[config.mk]
export PLATFORM = sky130hd
export DESIGN_NAME = game_score_ctrl
export DESIGN_NICKNAME = d
export VERILOG_FILES = /design/src/rtl/game_score_ctrl_pkg.sv /design/src/rtl/game_score_ctrl_sat.sv /design/src/rtl/game_score_ctrl.sv
export SDC_FILE = /design/constraint.sdc
export NUM_CORES = 1
export LEC_CHECK = 0
export BUFFER_PORTS_ARGS = -buffer_cell sky130_fd_sc_hd__buf_2
export CAP_MARGIN = 20
export CORE_MARGIN = 2
export CORE_UTILIZATION = 40
export DETAILED_ROUTE_END_ITERATION = 7
export GPL_TIMING_DRIVEN = 0
export MAX_ROUTING_LAYER = met4
export PLACE_DENSITY = 0.67
export SLEW_MARGIN = 15
export SYNTH_ARGS = -nofsm -noshare
export SYNTH_HDL_FRONTEND = slang
export SYNTH_SLANG_ARGS = --single-unit
[constraint.sdc]
create_clock -name clk_1 -period 8.05 [get_ports clk_1]
set_input_delay 1.2075 -clock clk_1 [delete_from_list [all_inputs] [get_ports clk_1]]
set_output_delay 1.2075 -clock clk_1 [all_outputs]
set_load 0.03 [all_outputs]
[src/rtl/game_score_ctrl_pkg.sv]
// -----------------------------------------------------------------------------
// game_score_ctrl_pkg
// Shared definitions for the game-progress tracker and the display controller
// that consumes its outputs: game_state encodings, run limits and a small
// high-water-mark helper used for the score.
// -----------------------------------------------------------------------------
package game_score_ctrl_pkg;

    // game_state encodings seen on the game_state output; 3..7 are illegal
    typedef enum logic [2:0] {
        MAIN_STATE    = 3'd0,
        PLAYING_STATE = 3'd1,
        DEAD_STATE    = 3'd2
    } game_state_e;

    localparam logic [9:0] SCORE_MAX    = 10'd999;
    localparam logic [9:0] COIN_MAX     = 10'd999;
    localparam logic [9:0] CHAR_COST    = 10'd3;
    localparam logic [9:0] POS_MAX      = 10'd1023;
    localparam logic [7:0] DEAD_HOLD    = 8'd3;
    localparam logic [7:0] DEAD_TIMEOUT = 8'd10;

    // Running maximum of cur and cand, clipped to lim.
    function automatic logic [9:0] high_water(
        input logic [9:0] cur,
        input logic [9:0] cand,
        input logic [9:0] lim
    );
        logic [9:0] hi;
        hi = (cand > cur) ? cand : cur;
        return (hi > lim) ? lim : hi;
    endfunction

endpackage

[src/rtl/game_score_ctrl_sat.sv]
// -----------------------------------------------------------------------------
// sat_counter
// Up/down counter that saturates at MAX and floors at zero.
// Ports:
//   clk_1      in   clock
//   rst_n      in   asynchronous active-low reset (count -> 0)
//   clr        in   synchronous clear, has priority over inc/dec
//   inc        in   count up by one (ignored when dec is also set)
//   dec        in   count down by one (ignored when inc is also set)
//   count      out  registered count
//   count_next out  value the count takes at the next edge
// -----------------------------------------------------------------------------
module sat_counter #(
    parameter int               WIDTH = 10,
    parameter logic [WIDTH-1:0] MAX   = {WIDTH{1'b1}}
) (
    input  logic             clk_1,
    input  logic             rst_n,
    input  logic             clr,
    input  logic             inc,
    input  logic             dec,
    output logic [WIDTH-1:0] count,
    output logic [WIDTH-1:0] count_next
);

    localparam logic [WIDTH-1:0] ZERO = {WIDTH{1'b0}};
    localparam logic [WIDTH-1:0] ONE  = {{(WIDTH-1){1'b0}}, 1'b1};

    logic [WIDTH-1:0] count_r;
    logic [WIDTH-1:0] count_next_s;

    // Next count: clear wins, opposing requests cancel, limits hold
    always_comb begin
        count_next_s = count_r;
        if (clr) begin
            count_next_s = ZERO;
        end else if (inc && !dec && (count_r < MAX)) begin
            count_next_s = count_r + ONE;
        end else if (dec && !inc && (count_r != ZERO)) begin
            count_next_s = count_r - ONE;
        end else begin
            count_next_s = count_r;
        end
    end

    // Count register
    always_ff @(posedge clk_1 or negedge rst_n) begin
        if (!rst_n) begin
            count_r <= ZERO;
        end else begin
            count_r <= count_next_s;
        end
    end

    assign count      = count_r;
    assign count_next = count_next_s;

endmodule

[src/rtl/game_score_ctrl.sv]
// -----------------------------------------------------------------------------
// game_score_ctrl
// Game-progress tracker: runs the MAIN -> PLAYING -> DEAD flow, tracks the
// furthest row reached (score), coins collected this run and the character
// chosen at launch. All outputs are registered on clk_1.
// Ports:
//   clk_1       in   game clock
//   rst_n       in   asynchronous active-low reset
//   start       in   start button level (debounced, clk_1 synchronous)
//   char_sel    in   requested character (0 basic, 1 premium)
//   coin_store  in   stored coin balance, read only at launch
//   move_fwd    in   pulse: player stepped forward
//   move_back   in   pulse: player stepped back
//   coin_hit    in   pulse: coin collected
//   collide     in   pulse: player hit an obstacle
//   game_state  out  0 MAIN, 1 PLAYING, 2 DEAD
//   score       out  furthest row reached this run (saturates at 999)
//   coin        out  coins collected this run (saturates at 999)
//   character   out  character latched for the current run
// -----------------------------------------------------------------------------
module game_score_ctrl
    import game_score_ctrl_pkg::*;
(
    input  logic       clk_1,
    input  logic       rst_n,
    input  logic       start,
    input  logic       char_sel,
    input  logic [9:0] coin_store,
    input  logic       move_fwd,
    input  logic       move_back,
    input  logic       coin_hit,
    input  logic       collide,
    output logic [2:0] game_state,
    output logic [9:0] score,
    output logic [9:0] coin,
    output logic       character
);

    game_state_e state_r;
    game_state_e state_next_s;

    logic       start_q_r;
    logic       armed_r;
    logic       start_edge_s;

    logic [9:0] score_r;
    logic [9:0] score_next_s;
    logic       char_r;
    logic       char_next_s;
    logic       shield_r;
    logic       shield_next_s;
    logic [7:0] dead_cnt_r;
    logic [7:0] dead_cnt_next_s;

    logic       in_main_s;
    logic       in_play_s;
    logic       in_dead_s;
    logic       launch_s;
    logic       buy_s;
    logic       dead_exit_s;
    logic       enter_main_s;
    logic       step_fwd_s;
    logic       step_back_s;

    logic [9:0] pos_s;
    logic [9:0] pos_next_s;
    logic [9:0] coin_s;
    logic [9:0] coin_next_s;
    logic       unused_ok_s;

    // Start edge detector. armed_r stays low for the first edge after reset so
    // a button held through reset release is treated as already pressed.
    always_ff @(posedge clk_1 or negedge rst_n) begin
        if (!rst_n) begin
            start_q_r <= 1'b0;
            armed_r   <= 1'b0;
        end else begin
            start_q_r <= start;
            armed_r   <= 1'b1;
        end
    end

    assign start_edge_s = start & ~start_q_r & armed_r;

    assign in_main_s = (state_r == MAIN_STATE);
    assign in_play_s = (state_r == PLAYING_STATE);
    assign in_dead_s = (state_r == DEAD_STATE);
    assign launch_s  = in_main_s & start_edge_s;
    assign buy_s     = char_sel & (coin_store >= CHAR_COST);

    // A move arriving with a collision is discarded; fwd+back cancel in the counter
    assign step_fwd_s  = in_play_s & move_fwd  & ~collide;
    assign step_back_s = in_play_s & move_back & ~collide;

    assign dead_exit_s = (start_edge_s && (dead_cnt_r >= DEAD_HOLD)) ||
                         (dead_cnt_r == (DEAD_TIMEOUT - 8'd1));

    // Game flow next-state logic
    always_comb begin
        state_next_s = state_r;
        case (state_r)
            MAIN_STATE: begin
                if (start_edge_s) begin
                    state_next_s = PLAYING_STATE;
                end else begin
                    state_next_s = MAIN_STATE;
                end
            end
            PLAYING_STATE: begin
                if (collide && !shield_r) begin
                    state_next_s = DEAD_STATE;
                end else begin
                    state_next_s = PLAYING_STATE;
                end
            end
            DEAD_STATE: begin
                if (dead_exit_s) begin
                    state_next_s = MAIN_STATE;
                end else begin
                    state_next_s = DEAD_STATE;
                end
            end
            default: begin
                state_next_s = MAIN_STATE;
            end
        endcase
    end

    // Game state register
    always_ff @(posedge clk_1 or negedge rst_n) begin
        if (!rst_n) begin
            state_r <= MAIN_STATE;
        end else begin
            state_r <= state_next_s;
        end
    end

    assign enter_main_s = (state_next_s == MAIN_STATE) && !in_main_s;

    // Row position; only the next value feeds the score high-water mark
    sat_counter #(
        .WIDTH (10),
        .MAX   (POS_MAX)
    ) u_pos (
        .clk_1      (clk_1),
        .rst_n      (rst_n),
        .clr        (launch_s),
        .inc        (step_fwd_s),
        .dec        (step_back_s),
        .count      (pos_s),
        .count_next (pos_next_s)
    );

    // Coins this run; a coin arriving with the fatal collision still counts
    sat_counter #(
        .WIDTH (10),
        .MAX   (COIN_MAX)
    ) u_coin (
        .clk_1      (clk_1),
        .rst_n      (rst_n),
        .clr        (launch_s),
        .inc        (in_play_s & coin_hit),
        .dec        (1'b0),
        .count      (coin_s),
        .count_next (coin_next_s)
    );

    assign unused_ok_s = ^{pos_s, coin_next_s};

    // Run datapath: score, character, shield and DEAD dwell counter
    always_comb begin
        score_next_s    = score_r;
        char_next_s     = char_r;
        shield_next_s   = shield_r;
        dead_cnt_next_s = 8'd0;
        if (launch_s) begin
            score_next_s  = 10'd0;
            char_next_s   = buy_s;
            shield_next_s = buy_s;
        end else if (in_play_s) begin
            score_next_s = high_water(score_r, pos_next_s, SCORE_MAX);
            if (collide) begin
                shield_next_s = 1'b0;
            end else begin
                shield_next_s = shield_r;
            end
        end else if (enter_main_s) begin
            char_next_s = 1'b0;
        end else begin
            char_next_s = char_r;
        end
        if (in_dead_s) begin
            dead_cnt_next_s = dead_cnt_r + 8'd1;
        end else begin
            dead_cnt_next_s = 8'd0;
        end
    end

    // Run datapath registers
    always_ff @(posedge clk_1 or negedge rst_n) begin
        if (!rst_n) begin
            score_r    <= 10'd0;
            char_r     <= 1'b0;
            shield_r   <= 1'b0;
            dead_cnt_r <= 8'd0;
        end else begin
            score_r    <= score_next_s;
            char_r     <= char_next_s;
            shield_r   <= shield_next_s;
            dead_cnt_r <= dead_cnt_next_s;
        end
    end

    assign game_state = state_r;
    assign score      = score_r;
    assign coin       = coin_s;
    assign character  = char_r;

endmodule
After elaboration in Yosys (flattened, before gate mapping)
Cells that the tools add are included.

Register bits: 45. Bits in latches: 0. Bits in writable memories: 0. Memory bits (read-only): 0. Input bits: 18. Output and inout bits: 24. Word-level logic and storage cells: 76. Memories kept: 0.

Add/subtract/negate cells: 4. Multipliers: 0. Divide/modulo/power cells: 0. Order comparisons: 6. Equality and inequality tests: 4. Shift operators: 0. Mux-type cells: 20. Bitwise operators: 11. Reductions and logical operators: 22.

Operators by type and width (number): two-way mux 10 bit (9); adder 10 x 1 -> 10 bit, second input constant (2); less-than comparator 10 bit, second input constant (2); greater-or-equal comparator 10 x 2 -> 1 bit, second input constant (1); > comparator 10 bit (1); > comparator 10 bit, second input constant (1); nonzero test 10 bit (1); subtractor 10 x 1 -> 10 bit, second input constant (1); AND 1 bit (9); case mux 3 bit (3 select lines) (1); adder 8 x 1 -> 8 bit, second input constant (1); == test 8 x 4 -> 1 bit, second input constant (1); greater-or-equal comparator 8 x 2 -> 1 bit, second input constant (1); logical AND 1 bit (8); two-way mux 8 bit (1); nonzero test 2 bit (4); two-way mux 1 bit (7); zero test 3 bit (2); zero test 1 bit (4); two-way mux 2 bit (2); AND reduction 2 bit (2); == test 3 x 1 -> 1 bit, second input constant (1); == test 3 x 2 -> 1 bit, second input constant (1); inequality test 2 x 1 -> 1 bit, second input constant (1); other kinds (2) (3).

Depth between registers and ports, before layout
Word-level depth: 15. Depth in mapped cells: 18. Gate-level depth less buffers: 17.

Cells and area by module
A second synthesis with hierarchy kept.

Cell total of the unflattened synthesis: 343. Area total of the unflattened synthesis: 3170.5 um^2.

Modules (own cells, without submodules): game_score_ctrl (times used 1, cells an instance 156, area an instance 1466.4 um^2); sat_counter at u_coin (times used 1, cells an instance 92, area an instance 873.3 um^2); sat_counter at u_pos (times used 1, cells an instance 95, area an instance 830.8 um^2).

Least setup slack after synthesis
OpenSTA, ideal clock, no wires.

Path kind: input to register. From: in collide. To: reg score_r[0], in the netlist score[0]. Data arrival time: 4.485 ns. Path slack: 3.442 ns. Stages: 15. Path buffers: 1. Cell sequence: or3b_1 buf_2 or4b_4 o32a_1 mux2i_1 inv_1 ha_1 a21o_1 a21oi_1 a21oi_1 o21ai_0 maj3_1 nor2_2 o21ai_2 o221a_1.

Longest elaborated chain between the ends: 14.

RTL lines: start, declared (line game_score_ctrl.sv:32) `input logic collide,`; NOT 1 bit * (line game_score_ctrl.sv:92, game_score_ctrl.sv:93); AND 1 bit (line game_score_ctrl.sv:92) `assign step_fwd_s = in_play_s & move_fwd & ~collide;`; zero test 1 bit (line game_score_ctrl_sat.sv:39) `end else if (dec && !inc && (count_r != ZERO)) begin`; logical AND 1 bit (2 in series) (line game_score_ctrl_sat.sv:39); two-way mux 10 bit (line game_score_ctrl_sat.sv:39); two-way mux 10 bit * (line game_score_ctrl_sat.sv:37) `end else if (inc && !dec && (count_r < MAX)) begin`; two-way mux 10 bit * (line game_score_ctrl_sat.sv:35) `if (clr) begin`; net pos_next_s[7] (line game_score_ctrl.sv:66) `logic [9:0] pos_next_s;`; > comparator 10 bit (line game_score_ctrl_pkg.sv:30) `hi = (cand > cur) ? cand : cur;`; two-way mux 10 bit * (line game_score_ctrl_pkg.sv:30); > comparator 10 bit (line game_score_ctrl_pkg.sv:31) `return (hi > lim) ? lim : hi;`; two-way mux 10 bit * (line game_score_ctrl_pkg.sv:31); two-way mux 10 bit * (line game_score_ctrl.sv:180) `end else if (in_play_s) begin`; two-way mux 10 bit * (line game_score_ctrl.sv:176) `if (launch_s) begin`; end signal, assigned (line game_score_ctrl.sv:207) `score_r <= score_next_s;`; end, declared (line game_score_ctrl.sv:46) `logic [9:0] score_r;`.

The timed path passes the listed nets; every way through them passes the cells marked *. The select of a mux whose other input is x is not followed. A chain may end at the register's enable or synchronous reset.

Worst setup path in the final report
Ends and elaborated chain as after synthesis.

==> impl_metrics.env <==
export IMPL_outcome="finished clean"
export IMPL_dr_pass1_iters=4
export IMPL_die_w_um=85.32
export IMPL_synth_area_top_cells="dfrtp_1 42%, ha_1 6.6%, xor2_1 4.3%"
export IMPL_synth_ff_type="dfrtp_1"
export IMPL_seq_area_frac_synth=0.4163
export IMPL_cp_arrival_ns=5.13
export IMPL_ys_ff_latch=44
export IMPL_critPathMaxFanout=8
export IMPL_ant_nets=0
export IMPL_min_from="dead_cnt_r[0]$_DFF_PN0_"
export IMPL_ir_worst_vdd_v=0.0001808
export IMPL_n_fill_cell=612
export IMPL_post_place_ws_ns=2.835
export IMPL_yosys_top_cells_count="44 x dfrtp_1, 29 x nor2_1, 24 x nand2_1"
export IMPL_grt_usage=0.1749
export IMPL_cts_buffer_depth=2
export IMPL_clkSinkCount=44
export IMPL_multi_input_area_um2=1434
export IMPL_clk_pin_slew_ns=0.09
export IMPL_grtUsageMet3=0.02529
export IMPL_max_clock_freq_mhz=202.5
export IMPL_finalHoldViolCount=0
export IMPL_vias_per_cell=5.518
export IMPL_required_ns=8.24
export IMPL_avgSynthCellArea_um2=9.152
export IMPL_grt_pass1_wl_um=10090
export IMPL_synth_edf_count=0
export IMPL_initial_core_util=0.4142
export IMPL_post_dp_hpwl_um=4371
export IMPL_place_area_um2=2942
export IMPL_hold_class="reg2reg"
export IMPL_cts_setup_buffers=0
export IMPL_hold_buffers=0
export IMPL_place_gp_congestion=0.8893
export IMPL_clock_latency_ns=0.30
export IMPL_dp_cells=406
export IMPL_async_reset_ff_frac=1.000
export IMPL_path_class="in2reg"
export IMPL_setup_worst_path_start="collide"
export IMPL_setup_worst_path_start_class="input pin"
export IMPL_drive_gt1_frac=0.1775
export IMPL_nNetsFinal=369
export IMPL_io_buffers=40
export IMPL_wl_per_cell_um=14.05
export IMPL_syn_nets=321
export IMPL_drtIter0Drc=102
export IMPL_syn_to_final_growth_pct=15.80
export IMPL_rows=29
export IMPL_p_per_area_nw_per_um2=271.8
export IMPL_cts_root_buf="clkbuf_8"
export IMPL_setup_viol=0
export IMPL_power_leakage_nw=1.468
export IMPL_grt_pass1_vias=2253
export IMPL_core_area_um2=6386
export IMPL_cp_end_kind="register"
export IMPL_ctsResizeCount=0
export IMPL_post_route_drc_count=0
export IMPL_design_area_um2=3063
export IMPL_overflow=0
export IMPL_vias=2290
export IMPL_yosysTopAreaCellShare=0.4163
export IMPL_pin_count=42
export IMPL_cts_htree_levels=2
export IMPL_relSlewSlack=0.5936
export IMPL_wl_um=5830
export IMPL_grt_max_degree=45
export IMPL_ff_latch_area_um2=1101
export IMPL_netlist_instances=289
export IMPL_die_h_um=85.32
export IMPL_diodes=0
export IMPL_post_synth_top_count_cell="dfrtp_1"
export IMPL_rsz0062_at_grt="false"
export IMPL_maxCapViolations=0
export IMPL_power_uw=832.6
export IMPL_tightestPinTransition_ns=0.6049
export IMPL_maxSlewViolCount=0
export IMPL_dieArea_um2=7279
export IMPL_busiest_layer="met2"
export IMPL_gr_usage_met1=0.2256
export IMPL_period_share=0.6133
export IMPL_antenna_found_initial=0
export IMPL_cts_inserted_buffers=5
export IMPL_stdcell_count=415
export IMPL_fin_skew_ns=0.01268
export IMPL_timing_rr_start="u_pos.count[1]$_DFF_PN0_"
export IMPL_fin_ws_ns=3.113
export IMPL_synth_top_area_cell="dfrtp_1"
export IMPL_cts_tree="yes"
export IMPL_yosysUniqueCellTypes=55
export IMPL_fin_crit_ns=4.937
export IMPL_use_met2=0.2841
export IMPL_setup_tns_ns=0
export IMPL_netlist_area_um2=2645
export IMPL_ys_warn_count=0
==> layout by cell type, fill, tap and decap left out, types with 5 or more instances in the layout <==
cell,n
mux2i_1,6
nor3_1,7
clkbuf_1,7
inv_1,20
xor2_1,13
nor2_1,29
ha_1,14
dfrtp_1,44
buf_2,41
or3_1,8
xnor2_1,5
nor4_1,6
a21oi_1,13
o21ai_0,11
and2_1,5
nand2_1,24
clkbuf_8,6
nand3_1,13
==> layer usage <==
metal  share of wire  routed length (um)
met1            0.47                2738
met5               0                   0
met3           0.048                 280
met2            0.47                2726
met4           0.014                  84
==> logic make-up (layout without fill, tap and decap cells) <==
logic type,Yosys count,count (layout),synth area share
and+or+nand+nor,122,122,0.2441
AOI/OAI and AO/OA,53,53,0.1391
DFF,44,44,0.4163
buffers and inverters,28,77,0.04163
xor gates and xnor gates,18,18,0.05960
adders and majority gates,16,16,0.07379
muxes,6,6,0.02271
other,2,2,0.002839
==> path summary, 6_finish.rpt <==
path	endpoint	slack, ns	depth (start not counted)
max	score[0]$_DFFE_PN0P_	3.11	16
min	dead_cnt_r[0]$_DFF_PN0_	0.49	1
max reg2reg	score[0]$_DFFE_PN0P_	3.66	14
min reg2reg	dead_cnt_r[0]$_DFF_PN0_	0.49	1
max in group asynchronous	dead_cnt_r[0]$_DFF_PN0_	6.68	2
min in group asynchronous	u_coin.count[2]$_DFFE_PN0P_	0.87	1
==> sequential cells by signal, summed over array words and instances, names as in the netlist <==
name,cells
score,10
u_coin.count,10
u_pos.count,10
dead_cnt_r,8
game_state,2
armed_r,1
character,1
shield_r,1
start_q_r,1
==> worst max-delay path, cell delays in order <==
cell,delay (ns)
buf_2,0.13
or3b_1,0.36
buf_2,0.18
or4b_4,0.53
o32a_1,0.37
mux2i_1,0.30
inv_1,0.10
ha_1,0.31
a21o_1,0.11
a21oi_1,0.08
a21oi_1,0.12
o21ai_0,0.21
maj3_1,0.47
nor2_2,0.29
o21ai_2,0.12
o221a_1,0.24
==> final cells by class <==
cell class	instances	share of cell area
Clock inverter	1	0.002451
Inverter	20	0.02451
Buffer	8	0.01144
Timing Repair Buffer	41	0.07435
Multi-Input combinational cell	217	0.4681
Sequential cell	44	0.3595
Clock buffer	7	0.02819
Tap cell	77	0.03145
==> per-stage QoR <==
| step | util | hold slack [ns] |
|---|---|---|
| after global routing | 0.4796 | 0.5190 |
| after floorplan | - | 0.4535 |
| after detailed placement | 0.4606 | 0.4818 |
| after CTS | 0.4753 | 0.4921 |
| final | 0.4796 | 0.4907 |
| after global placement | 0.4606 | 0.4773 |
==> power breakdown <==
group | switching, mW | internal, mW
Clock | 0.0773 | 0.0699
Combinational | 0.229 | 0.147
Sequential | 0.0494 | 0.260
No activity file was read; power rests on OpenSTA's default activity.
